$ cat config.mk
export PLATFORM = sky130hd
export DESIGN_NAME = run_lock_detector
export DESIGN_NICKNAME = d
export VERILOG_FILES = /design/src/rtl/run_lock_detector.sv
export SDC_FILE = /design/constraint.sdc
export NUM_CORES = 1
export LEC_CHECK = 0
export CORE_MARGIN = 2
export CORE_UTILIZATION = 57
export DETAILED_ROUTE_END_ITERATION = 6
export GPL_TIMING_DRIVEN = 0
export HOLD_SLACK_MARGIN = 0.05
export PLACE_DENSITY_LB_ADDON = 0.08
export REMOVE_ABC_BUFFERS = 1
export SLEW_MARGIN = 20
export SYNTH_ARGS = -nofsm -noshare
export SYNTH_HDL_FRONTEND = slang
export SYNTH_SLANG_ARGS = --single-unit
$ cat constraint.sdc
create_clock -name clk -period 3.55 [get_ports clk]
set_input_delay 0.8875 -clock clk [delete_from_list [all_inputs] [get_ports clk]]
set_output_delay 0.8875 -clock clk [all_outputs]
set_load 0.02 [all_outputs]
$ cat src/rtl/run_lock_detector.sv
// Run-length lock detector: locks after RUN_LEN identical bits and tolerates HOLD_TOL opposite bits while locked.
// Optional feature macro RUN_LOCK_LOSS_CNT_EN adds clr_loss / loss_cnt, a saturating count of lock losses.
module run_lock_detector #(
  parameter  int RUN_LEN  = 5,
  parameter  int HOLD_TOL = 0,
  localparam int CNT_W    = $clog2(RUN_LEN + 1)
) (
  input  logic             clk,
  input  logic             rst_n,
  input  logic             din,
  input  logic             en,
  output logic             lock,
  output logic             lock_val,
  output logic [CNT_W-1:0] run_cnt,
  output logic             lock_rise,
  output logic             lock_fall,
  output logic [1:0]       state
`ifdef RUN_LOCK_LOSS_CNT_EN
  ,
  input  logic             clr_loss,
  output logic [7:0]       loss_cnt
`endif
);

  if (RUN_LEN < 2 || RUN_LEN > 255) begin : g_bad_run_len
    $error("run_lock_detector: RUN_LEN=%0d outside 2..255", RUN_LEN);
  end
  if (HOLD_TOL < 0 || HOLD_TOL > RUN_LEN - 2) begin : g_bad_hold_tol
    $error("run_lock_detector: HOLD_TOL=%0d outside 0..RUN_LEN-2", HOLD_TOL);
  end

  typedef enum logic [1:0] {
    IDLE   = 2'd0,
    HUNT   = 2'd1,
    LOCKED = 2'd2,
    HOLD   = 2'd3
  } state_e;

  localparam logic [CNT_W-1:0] RUN_MAX  = CNT_W'(RUN_LEN);
  localparam logic [CNT_W-1:0] DROP_CNT = CNT_W'(HOLD_TOL + 1);
  localparam logic [7:0]       TOL      = 8'(HOLD_TOL);

  state_e           state_q, state_d;
  logic             run_val_q, run_val_d;
  logic [CNT_W-1:0] run_cnt_q, run_cnt_d;
  logic [7:0]       miss_cnt_q, miss_cnt_d;
  logic [7:0]       miss_inc;
  logic             lock_q, lock_d;
  logic             lock_val_q, lock_val_d;
  logic             lock_rise_q, lock_rise_d;
  logic             lock_fall_q, lock_fall_d;

  always_comb begin
    // NOTE: every signal gets a default before the case so no path leaves it unassigned (no latches).
    state_d     = state_q;
    run_val_d   = run_val_q;
    run_cnt_d   = run_cnt_q;
    miss_cnt_d  = miss_cnt_q;
    lock_d      = lock_q;
    lock_val_d  = lock_val_q;
    lock_rise_d = 1'b0;
    lock_fall_d = 1'b0;
    miss_inc    = miss_cnt_q + 8'd1;

    if (en) begin
      unique case (state_q)
        IDLE: begin
          state_d   = HUNT;
          run_val_d = din;
          run_cnt_d = CNT_W'(1);
        end
        HUNT: begin
          if (din == run_val_q) begin
            run_cnt_d = run_cnt_q + CNT_W'(1);
            if (run_cnt_q == RUN_MAX - CNT_W'(1)) begin
              state_d     = LOCKED;
              lock_d      = 1'b1;
              lock_val_d  = run_val_q;
              lock_rise_d = 1'b1;
            end
          end else begin
            run_val_d = din;
            run_cnt_d = CNT_W'(1);
          end
        end
        LOCKED, HOLD: begin
          // LOCKED always has miss_cnt_q=0, so its first miss and HOLD's later misses share one path.
          if (din == lock_val_q) begin
            state_d    = LOCKED;
            miss_cnt_d = '0;
          end else if (miss_inc > TOL) begin
            state_d     = HUNT;
            lock_d      = 1'b0;
            lock_val_d  = 1'b0;
            lock_fall_d = 1'b1;
            run_val_d   = ~lock_val_q;
            run_cnt_d   = DROP_CNT;
            miss_cnt_d  = '0;
          end else begin
            state_d    = HOLD;
            miss_cnt_d = miss_inc;
          end
        end
        default: state_d = IDLE;
      endcase
    end
  end

`ifdef RUN_LOCK_LOSS_CNT_EN
  logic [7:0] loss_cnt_q, loss_cnt_d;

  always_comb begin
    loss_cnt_d = loss_cnt_q;
    if (clr_loss) begin
      loss_cnt_d = '0;
    end else if (lock_fall_d && loss_cnt_q != 8'hFF) begin
      loss_cnt_d = loss_cnt_q + 8'd1;
    end
  end

  assign loss_cnt = loss_cnt_q;
`endif

  always_ff @(posedge clk) begin
    // NOTE: state registers use non-blocking assignments; reset is synchronous, so it lives inside the clocked branch.
    if (!rst_n) begin
      state_q     <= IDLE;
      run_val_q   <= 1'b0;
      run_cnt_q   <= '0;
      miss_cnt_q  <= '0;
      lock_q      <= 1'b0;
      lock_val_q  <= 1'b0;
      lock_rise_q <= 1'b0;
      lock_fall_q <= 1'b0;
`ifdef RUN_LOCK_LOSS_CNT_EN
      loss_cnt_q  <= '0;
`endif
    end else begin
      state_q     <= state_d;
      run_val_q   <= run_val_d;
      run_cnt_q   <= run_cnt_d;
      miss_cnt_q  <= miss_cnt_d;
      lock_q      <= lock_d;
      lock_val_q  <= lock_val_d;
      lock_rise_q <= lock_rise_d;
      lock_fall_q <= lock_fall_d;
`ifdef RUN_LOCK_LOSS_CNT_EN
      loss_cnt_q  <= loss_cnt_d;
`endif
    end
  end

  assign lock      = lock_q;
  assign lock_val  = lock_val_q;
  assign run_cnt   = run_cnt_q;
  assign lock_rise = lock_rise_q;
  assign lock_fall = lock_fall_q;
  assign state     = state_q;

endmodule

==> results.json <==
{
  "track_usage_pct": 23.8,
  "grt_first_pass_wirelength_um": 3540,
  "grt_util_met2_pct": 36.9,
  "cts_buffer_depth": 2,
  "yosysWarnings": 0,
  "synth-seq-area-share_pct": 37.0,
  "htree_num_levels": 1,
  "first_pass_iters": 4,
  "cts_buffers": 3,
  "dieArea_um2": 2060,
  "clock_latency_ns": 0.30,
  "fp.dieH_um": 45.4,
  "io_buffers": 12,
  "grt_util_met3_pct": 4.00,
  "clockRootBuffer": "clkbuf_4",
  "synth_top_cell_by_area": "dfxtp_1",
  "dr_total_vias": 882,
  "skew_ns": 0.00451,
  "clk_pin_slew_ns": 0.11,
  "reg2reg_from": "miss_cnt_q[0]",
  "syn_inst": 112,
  "placedCellCount": 134,
  "rsz0062_at_grt": "no",
  "final-hold-violation-count": 0,
  "start_util_pct": 62.5,
  "path_class": "in2reg",
  "finalNonFillerCells": 138,
  "grt_pass1_vias": 766,
  "slew_violations": 0,
  "ant_nets": 0,
  "drtIter0Drc": 34,
  "ys_top_cells_by_area": "dfxtp_1 37%, ha_1 5.1%, and3_1 3.9%",
  "status": "finished, final reports clean",
  "fmax_mhz": 404,
  "reg2reg_depth": 5,
  "vdd_drop_max_uv": 245,
  "synthArstFlopShare_pct": 0,
  "finalWirelength_um": 2110,
  "crit_path_end": "lock",
  "drv_cap": 0,
  "crit_path_start": "en",
  "drive_gt1_share_pct": 7.38,
  "synth.distinct_cells": 41,
  "worstHoldPathType": "reg2reg",
  "n_antenna_cell": 0,
  "max_slew_margin_pct": 59.5,
  "final_cell_mix": "18 x dfxtp_1, 12 x clkdlybuf4s50_1, 7 x nand2_1, 7 x o21ai_0",
  "core_area_um2": 1560,
  "gr-total-overflow": 0,
  "antenna_found_initial": 0,
  "synth_flop_cell": "dfxtp_1",
  "tightestPinTransition_ns": 0.605,
  "finish.utilization_pct": 72.2,
  "critPathArrivalTime_ns": 2.71,
  "io-pin-count": 13,
  "cts.sinks": 18,
  "met1_usage_pct": 32.8,
  "reg2reg_to": "lock_fall",
  "period_minus_slack_ns": 2.48,
  "syn_area_um2": 975,
  "via_per_inst": 6.39,
  "ys_seq_elements": 18,
  "synthToLayoutAreaGrowth_pct": 15.4,
  "holdBufCountCts": 0,
  "synth-edff-count": 0,
  "cts_tree": "built",
  "grt_max_degree": 22,
  "place_hpwl_um": 1480,
  "die_w_um": 45.4,
  "crit_fanout": 14,
  "post_cts_resized": 0,
  "syn_avg_cell_area_um2": 8.70,
  "min_period_over_period_pct": 69.7,
  "final_common_cell": "dfxtp_1",
  "required_ns": 3.78,
  "cp-end-kind": "flip-flop",
  "p_per_area_nw_per_um2": 334,
  "postCtsSetupRepairBufs": 0,
  "yosysTopAreaCellShare_pct": 37.0,
  "setup_violations": 0,
  "wl_per_cell_um": 15.3,
  "reg2reg_slack_ns": 1.72,
  "cp-start-kind": "primary input",
  "fin_nets": 131,
  "gr-max-usage-layer": "met2",
  "std_cell_rows": 14,
  "fin_tns_setup_ns": 0,
  "drc": 0,
  "gp_congestion": 0.814,
  "leakagePower_uw": 0.000433
}
## per-stage QoR
step	power, uW	setup slack [ns]	cell area [um2]	hold slack [ns]
after detailed placement	251	0.810	1090	0.497
after CTS	377	1.08	1120	0.513
after global placement	250	0.866	1090	0.487
after floorplan	233	1.77	948	0.472
after global routing	390	0.938	1120	0.562
final	376	1.07	1120	0.513
## synthesized netlist by cell type (all sizes together) (2+ instances only)
cell type,n
and4,3
o211ai,2
o21ai,7
a31oi,3
a21boi,2
nand2,7
nand3,5
a41oi,2
and3,7
a21oi,2
ha,4
dfxtp,18
inv,5
nand2b,3
buf,2
a211oi,4
or4,2
xor2,2
nor2,6
nor2b,3
xnor2,2
clkbuf,4
nor3,3
## critical path: stages
cell and delay (ns):
clkdlybuf4s50_1 0.76, nand3_1 0.20, nor3_1 0.53, o21ai_0 0.15, a31oi_1 0.18
## cell type report
cell class,instances,area (um2)
fillers,126,434
flip-flops and latches,18,360
repair buffers,12,120
clock buffers,4,36.3
well taps,16,20.0
multi-input cells,83,569
inverters,5,18.8
## cell families (layout without fill, tap and decap cells)
kind of cell	Yosys count	after routing	synth area share, %
buffers and inverters	11	21	4.62
xor gates and xnor gates	4	4	3.60
adders and majority gates	4	4	5.13
and+or+nand+nor	44	44	27.1
muxes	1	1	1.03
DFF	18	18	37.0
AOI/OAI and AO/OA	30	30	21.6
## state kept, by name, indices dropped and copies added (netlist names)
| name | count |
|---|---|
| miss_cnt_q | 8 |
| run_cnt | 3 |
| state | 2 |
| lock | 1 |
| lock_fall | 1 |
| lock_rise | 1 |
| lock_val | 1 |
| run_val_q | 1 |
## worst min-delay path by stage
stage / startpoint / to / cells after the start / slack (ns)
after CTS: miss_cnt_q[1] / miss_cnt_q[1] / 2 / 0.51
after global placement: miss_cnt_q[1] / miss_cnt_q[1] / 2 / 0.49
after global routing: miss_cnt_q[1] / miss_cnt_q[1] / 2 / 0.56
after detailed placement: miss_cnt_q[1] / miss_cnt_q[1] / 2 / 0.50
after floorplan: miss_cnt_q[1] / miss_cnt_q[1] / 2 / 0.47
final: miss_cnt_q[1] / miss_cnt_q[1] / 2 / 0.51
## report_power, final
| part | switching [uW] | internal [uW] | total [uW] |
|---|---|---|---|
| combinational | 22.6 | 15.2 | 37.9 |
| sequential | 5.00 | 205 | 210 |
| clock | 65.5 | 62.6 | 128 |
| total | 93.1 | 283 | 376 |
## layer usage
metal  part of all wire, %  vias to the layer above
li1                      -                      441
met1                    49                      406
met2                    44                       32
met3                   6.3                        3
met4                  0.66                        0
met5                     0                        -
(Power assumes the default switching activity.)
